`src/rtl/phy_tx_striper.sv`:
```
// phy_tx_striper: buffers link words in a small FIFO and stripes their bytes MSB-first across NUM_LANES byte lanes.
// Build option: define PHY_TX_IDLE_COM_EN to drive COM (8'hBC) as the idle symbol instead of 8'h00.
module phy_tx_striper #(
    parameter int WORD_BYTES = 4,
    parameter int NUM_LANES  = 2,
    parameter int DEPTH      = 4
) (
    input  logic                      clk_4f,
    input  logic                      reset,
    input  logic                      active,
    input  logic                      valid,
    input  logic [8*WORD_BYTES-1:0]   data_input,
    output logic                      ready,
    output logic [8*NUM_LANES-1:0]    data_out,
    output logic [NUM_LANES-1:0]      valid_out,
    output logic [$clog2(DEPTH):0]    fifo_count,
    output logic                      drop_err,
    output logic                      state_dbg
);

    localparam int BEATS  = WORD_BYTES / NUM_LANES;
    localparam int BEAT_W = (BEATS > 1) ? $clog2(BEATS) : 1;
    localparam int PTR_W  = $clog2(DEPTH);
    localparam int WORD_W = 8 * WORD_BYTES;
    localparam int LANE_W = 8 * NUM_LANES;

    localparam logic [BEAT_W-1:0] LAST_BEAT = BEAT_W'(BEATS - 1);
    localparam logic [PTR_W:0]    FULL_CNT  = (PTR_W + 1)'(DEPTH);

`ifdef PHY_TX_IDLE_COM_EN
    localparam logic [7:0] IDLE_SYM = 8'hBC;
`else
    localparam logic [7:0] IDLE_SYM = 8'h00;
`endif
    localparam logic [LANE_W-1:0] IDLE_BEAT = {NUM_LANES{IDLE_SYM}};

    typedef enum logic {
        IDLE = 1'b0,
        SEND = 1'b1
    } state_t;

    state_t              state, state_nxt;
    logic [BEAT_W-1:0]   beat, beat_nxt;
    logic [WORD_W-1:0]   shreg, shreg_nxt;
    logic [LANE_W-1:0]   data_out_nxt;
    logic [NUM_LANES-1:0] valid_out_nxt;

    logic [WORD_W-1:0]   mem [DEPTH];
    logic [PTR_W-1:0]    wr_ptr, rd_ptr;
    logic                full, empty, push, pop, drop, start, load;

    // Lane l takes the byte l positions below the MSB of the (already shifted) word.
    function automatic logic [LANE_W-1:0] lane_map(input logic [WORD_W-1:0] w);
        logic [LANE_W-1:0] r;
        r = '0;
        for (int l = 0; l < NUM_LANES; l++) begin
            r[8*l +: 8] = w[WORD_W-8-8*l +: 8];
        end
        return r;
    endfunction

    // valid/ready: a word transfers on an edge where valid && ready; valid with !ready
    // loses the word and latches drop_err. ready depends only on the FIFO count, never on valid.
    assign full      = (fifo_count == FULL_CNT);
    assign empty     = (fifo_count == '0);
    assign ready     = !full;
    assign push      = valid && !full;
    assign drop      = valid && full;
    assign start     = !empty && active;
    assign state_dbg = (state == SEND);

    always_comb begin
        state_nxt     = state;
        beat_nxt      = beat;
        shreg_nxt     = shreg;
        data_out_nxt  = data_out;
        valid_out_nxt = valid_out;
        load          = 1'b0;
        case (state)
            IDLE: begin
                data_out_nxt  = IDLE_BEAT;
                valid_out_nxt = '0;
                load          = start;
            end
            SEND: begin
                if (beat != LAST_BEAT) begin
                    beat_nxt     = beat + BEAT_W'(1);
                    data_out_nxt = lane_map(shreg);
                    shreg_nxt    = shreg << LANE_W;
                end else if (start) begin
                    load = 1'b1;
                end else begin
                    state_nxt     = IDLE;
                    data_out_nxt  = IDLE_BEAT;
                    valid_out_nxt = '0;
                end
            end
            default: begin
                state_nxt = IDLE;
            end
        endcase
        // Popping the head word drives its beat 0 on the same edge, so words chain without a bubble.
        if (load) begin
            state_nxt     = SEND;
            beat_nxt      = '0;
            data_out_nxt  = lane_map(mem[rd_ptr]);
            shreg_nxt     = mem[rd_ptr] << LANE_W;
            valid_out_nxt = '1;
        end
    end

    assign pop = load;

    always_ff @(posedge clk_4f) begin
        if (reset) begin
            state      <= IDLE;
            beat       <= '0;
            shreg      <= '0;
            data_out   <= IDLE_BEAT;
            valid_out  <= '0;
            wr_ptr     <= '0;
            rd_ptr     <= '0;
            fifo_count <= '0;
            drop_err   <= 1'b0;
        end else begin
            state     <= state_nxt;
            beat      <= beat_nxt;
            shreg     <= shreg_nxt;
            data_out  <= data_out_nxt;
            valid_out <= valid_out_nxt;
            if (push) begin
                wr_ptr <= wr_ptr + PTR_W'(1);
            end
            if (pop) begin
                rd_ptr <= rd_ptr + PTR_W'(1);
            end
            case ({push, pop})
                2'b10:   fifo_count <= fifo_count + (PTR_W + 1)'(1);
                2'b01:   fifo_count <= fifo_count - (PTR_W + 1)'(1);
                default: fifo_count <= fifo_count;
            endcase
            if (drop) begin
                drop_err <= 1'b1;
            end
        end
    end

    // Storage is not reset; occupancy is tracked entirely by the pointers and count.
    always_ff @(posedge clk_4f) begin
        if (push && !reset) begin
            mem[wr_ptr] <= data_input;
        end
    end

endmodule
```
`config.mk`:
```
export PLATFORM = sky130hd
export DESIGN_NAME = phy_tx_striper
export DESIGN_NICKNAME = d
export VERILOG_FILES = /design/src/rtl/phy_tx_striper.sv
export SDC_FILE = /design/constraint.sdc
export NUM_CORES = 1
export LEC_CHECK = 0
export ABC_AREA = 1
export BUFFER_PORTS_ARGS = -buffer_cell sky130_fd_sc_hd__buf_2
export CAP_MARGIN = 20
export CORE_MARGIN = 5
export CORE_UTILIZATION = 60
export DETAILED_ROUTE_END_ITERATION = 16
export GPL_TIMING_DRIVEN = 0
export HOLD_SLACK_MARGIN = 0.1
export PLACE_DENSITY_LB_ADDON = 0.2
export SYNTH_ARGS = -nofsm -noshare
export SYNTH_HDL_FRONTEND = slang
export SYNTH_SLANG_ARGS = --single-unit
export TNS_END_PERCENT = 10
```
`constraint.sdc`:
```
create_clock -name clk_4f -period 6.85 [get_ports clk_4f]
set_input_delay 0.685 -clock clk_4f [delete_from_list [all_inputs] [get_ports clk_4f]]
set_output_delay 0.685 -clock clk_4f [all_outputs]
set_load 0.05 [all_outputs]
```
==> impl_metrics.py <==
metrics = {
    "clocking": {
        "clockBufferDepth": 2,
        "htree_num_levels": 4,
        "cts_tree": "done",
        "clkSinkCount": 173,
        "hold_buffers": 0,
        "cts_resized": 0,
        "clkLatencyLatePin_ns": 0.42,
        "post_cts_buffers": 0,
        "clkTransAtPathRegs_ns": 0.06,
        "cts_buffers": 17,
        "root_buffer": "clkbuf_16",
    },
    "power_and_ir_drop": {
        "p_leak_nw": 3.72,
        "ir_drop_mv": 0.181,
        "power.density_nw_per_um2": 353,
    },
    "cells_and_area": {
        "seq_area_um2": 4740,
        "antennaDiodeCount": 0,
        "layout_commonest_cell": "nand2_1",
        "mostFrequentLayoutCells": "nand2_1, inv_1, edfxtp_1",
        "fin_nets": 842,
        "final_cells": 956,
        "drive_gt1_frac": 0.154,
        "fill_cells": 823,
        "multi_input_area_um2": 1690,
        "synthToLayoutAreaGrowth_pct": 16.1,
    },
    "synth": {
        "yosysTopAreaCell": "edfxtp_1",
        "ys_seq_elements": 173,
        "synth_area_um2": 7150,
        "ys_top_cells_by_area": "edfxtp_1, dfxtp_1, nand2_1",
        "ys_seq_area_frac": 0.664,
        "syn_inst": 718,
        "yosys_warnings": 0,
        "avgSynthCellArea_um2": 9.95,
        "synthDistinctLibCells": 25,
        "synth_top_area_frac": 0.538,
        "synth_nets": 760,
    },
    "route": {
        "remaining_drc_errors": 0,
        "vias": 5001,
        "firstDrtPassIters": 6,
        "wire_per_inst_um": 16.0,
        "final_antenna_net_count": 0,
        "vias_per_cell": 5.23,
        "routed_wl_um": 15300,
        "drt_iter0_markers": 431,
    },
    "sta": {
        "fmax_ghz": 0.454,
        "tns_ns": 0,
        "relSlewSlack": 0.522,
        "fin_crit_ns": 2.20,
        "slew_viol_final": 0,
        "clock_skew_ns": 0.00788,
        "grt_setup_unrepaired": "false",
        "period_share": 0.322,
        "worst_slew_pin_slew_ns": 0.716,
        "hold_viol_final": 0,
        "setup_viol": 0,
    },
    "floorplanning": {
        "die-height_um": 119,
        "die_area_um2": 14200,
        "die_x_um": 119,
        "io_pins": 60,
        "core_region_area_um2": 11600,
        "start_util": 0.618,
        "rows": 39,
    },
    "critical_path": {
        "crit_arrival_ns": 2.51,
        "crit_type": "reg2reg",
        "path_max_fanout": 10,
        "startpoint": "fifo_count[0]",
        "worstPathRequired_ns": 7.16,
        "start_kind": "flop",
        "r2r_cells": 12,
        "worstSetupEndpointType": "flop",
        "r2r_start": "fifo_count[0]",
    },
    "placed_design": {
        "dp_cells": 924,
        "gp_congestion": 0.795,
        "io_buffers": 59,
        "dp_hpwl_um": 9960,
    },
    "outcome": {
        "status": "finished, final reports clean",
    },
    "grt": {
        "grt-ovfl-total": 0,
        "grt_antenna_before_repair": 0,
        "grtUsageTotal": 0.222,
        "grt_max_degree": 20,
        "grt_pass1_vias": 4972,
        "grt_first_pass_wirelength_um": 24200,
    },
    "run": {
        "cap_violations": 0,
    },
    "min_path": {
        "min_path_type": "reg2reg",
        "holdPathStages": 2,
        "min-delay-start": "drop_err",
    },
}
flip-flops by register name, summed over array words and instances (netlist names), named ones only:
signal	flops
beat	1
data_out	16
drop_err	1
fifo_count	3
mem	128
rd_ptr	2
shreg	16
state_dbg	1
valid_out	1
wr_ptr	2
worst max-delay path, stage by stage, from the launching register on:
cell,delay [ns]
dfxtp_1,0.40
nor2_2,0.09
nand2_4,0.09
nand3_4,0.11
inv_4,0.13
buf_6,0.16
ha_1,0.19
inv_1,0.08
fa_1,0.40
nand2_1,0.08
nand3_1,0.09
o21ai_0,0.20
a21oi_1,0.06
cells by family after synthesis:
logic type                 synth area share
DFF                                   0.664
buffers and inverters                 0.104
adders and majority gates            0.0116
xor gates and xnor gates            0.00123
and+or+nand+nor                       0.182
AOI/OAI and AO/OA                    0.0368
per-layer routing:
metal / wire (um) / part of all wire / GRT usage
met1: 6340 / 0.42 / 0.270
met2: 7700 / 0.51 / 0.384
met3: 949 / 0.062 / 0.0526
met4: 256 / 0.017 / 0.0891
met5: 0 / 0 / 0
final timing paths:
check        slack, ns       endpoint
max               4.65  fifo_count[2]
min               0.46       drop_err
max reg2reg       4.65  fifo_count[2]
min reg2reg       0.46       drop_err
Yosys cell counts (all sizes together):
library cell    n
dfxtp          45
ha              5
nand2         220
nand3          84
clkinv          1
o211ai          1
edfxtp        128
nor2            5
xor2            1
fa              1
a21oi          43
inv           148
clkbuf          9
o21ai           5
buf            22
through the flow:
| stage | hold WS [ns] | total power, mW | util | area, um^2 | setup slack, ns |
|---|---|---|---|---|---|
| floorplan | 0.445 | 1.84 | - | 7150 | 3.59 |
| global placement | 0.435 | 2.03 | 0.659 | 7620 | 2.67 |
| detailed placement | 0.462 | 2.07 | 0.671 | 7760 | 4.26 |
| CTS | 0.464 | 2.93 | 0.717 | 8300 | 4.69 |
| global route | 0.461 | 3.06 | 0.717 | 8300 | 4.53 |
| finish | 0.463 | 2.93 | 0.717 | 8300 | 4.65 |
power breakdown:
group / switching (mW) / internal (mW)
Combinational: 0.557 / 0.228
Clock: 0.372 / 0.504
Sequential: 0.0429 / 1.23
final cells by class:
class | count | area share
clock buffers | 26 | 0.0603
inverters | 149 | 0.0677
multi-input cells | 365 | 0.203
repair buffers | 63 | 0.0489
well taps | 143 | 0.0216
plain buffers | 31 | 0.0220
clock inverters | 6 | 0.00437
flip-flops and latches | 173 | 0.572
No activity file was read; power rests on OpenSTA's default activity.
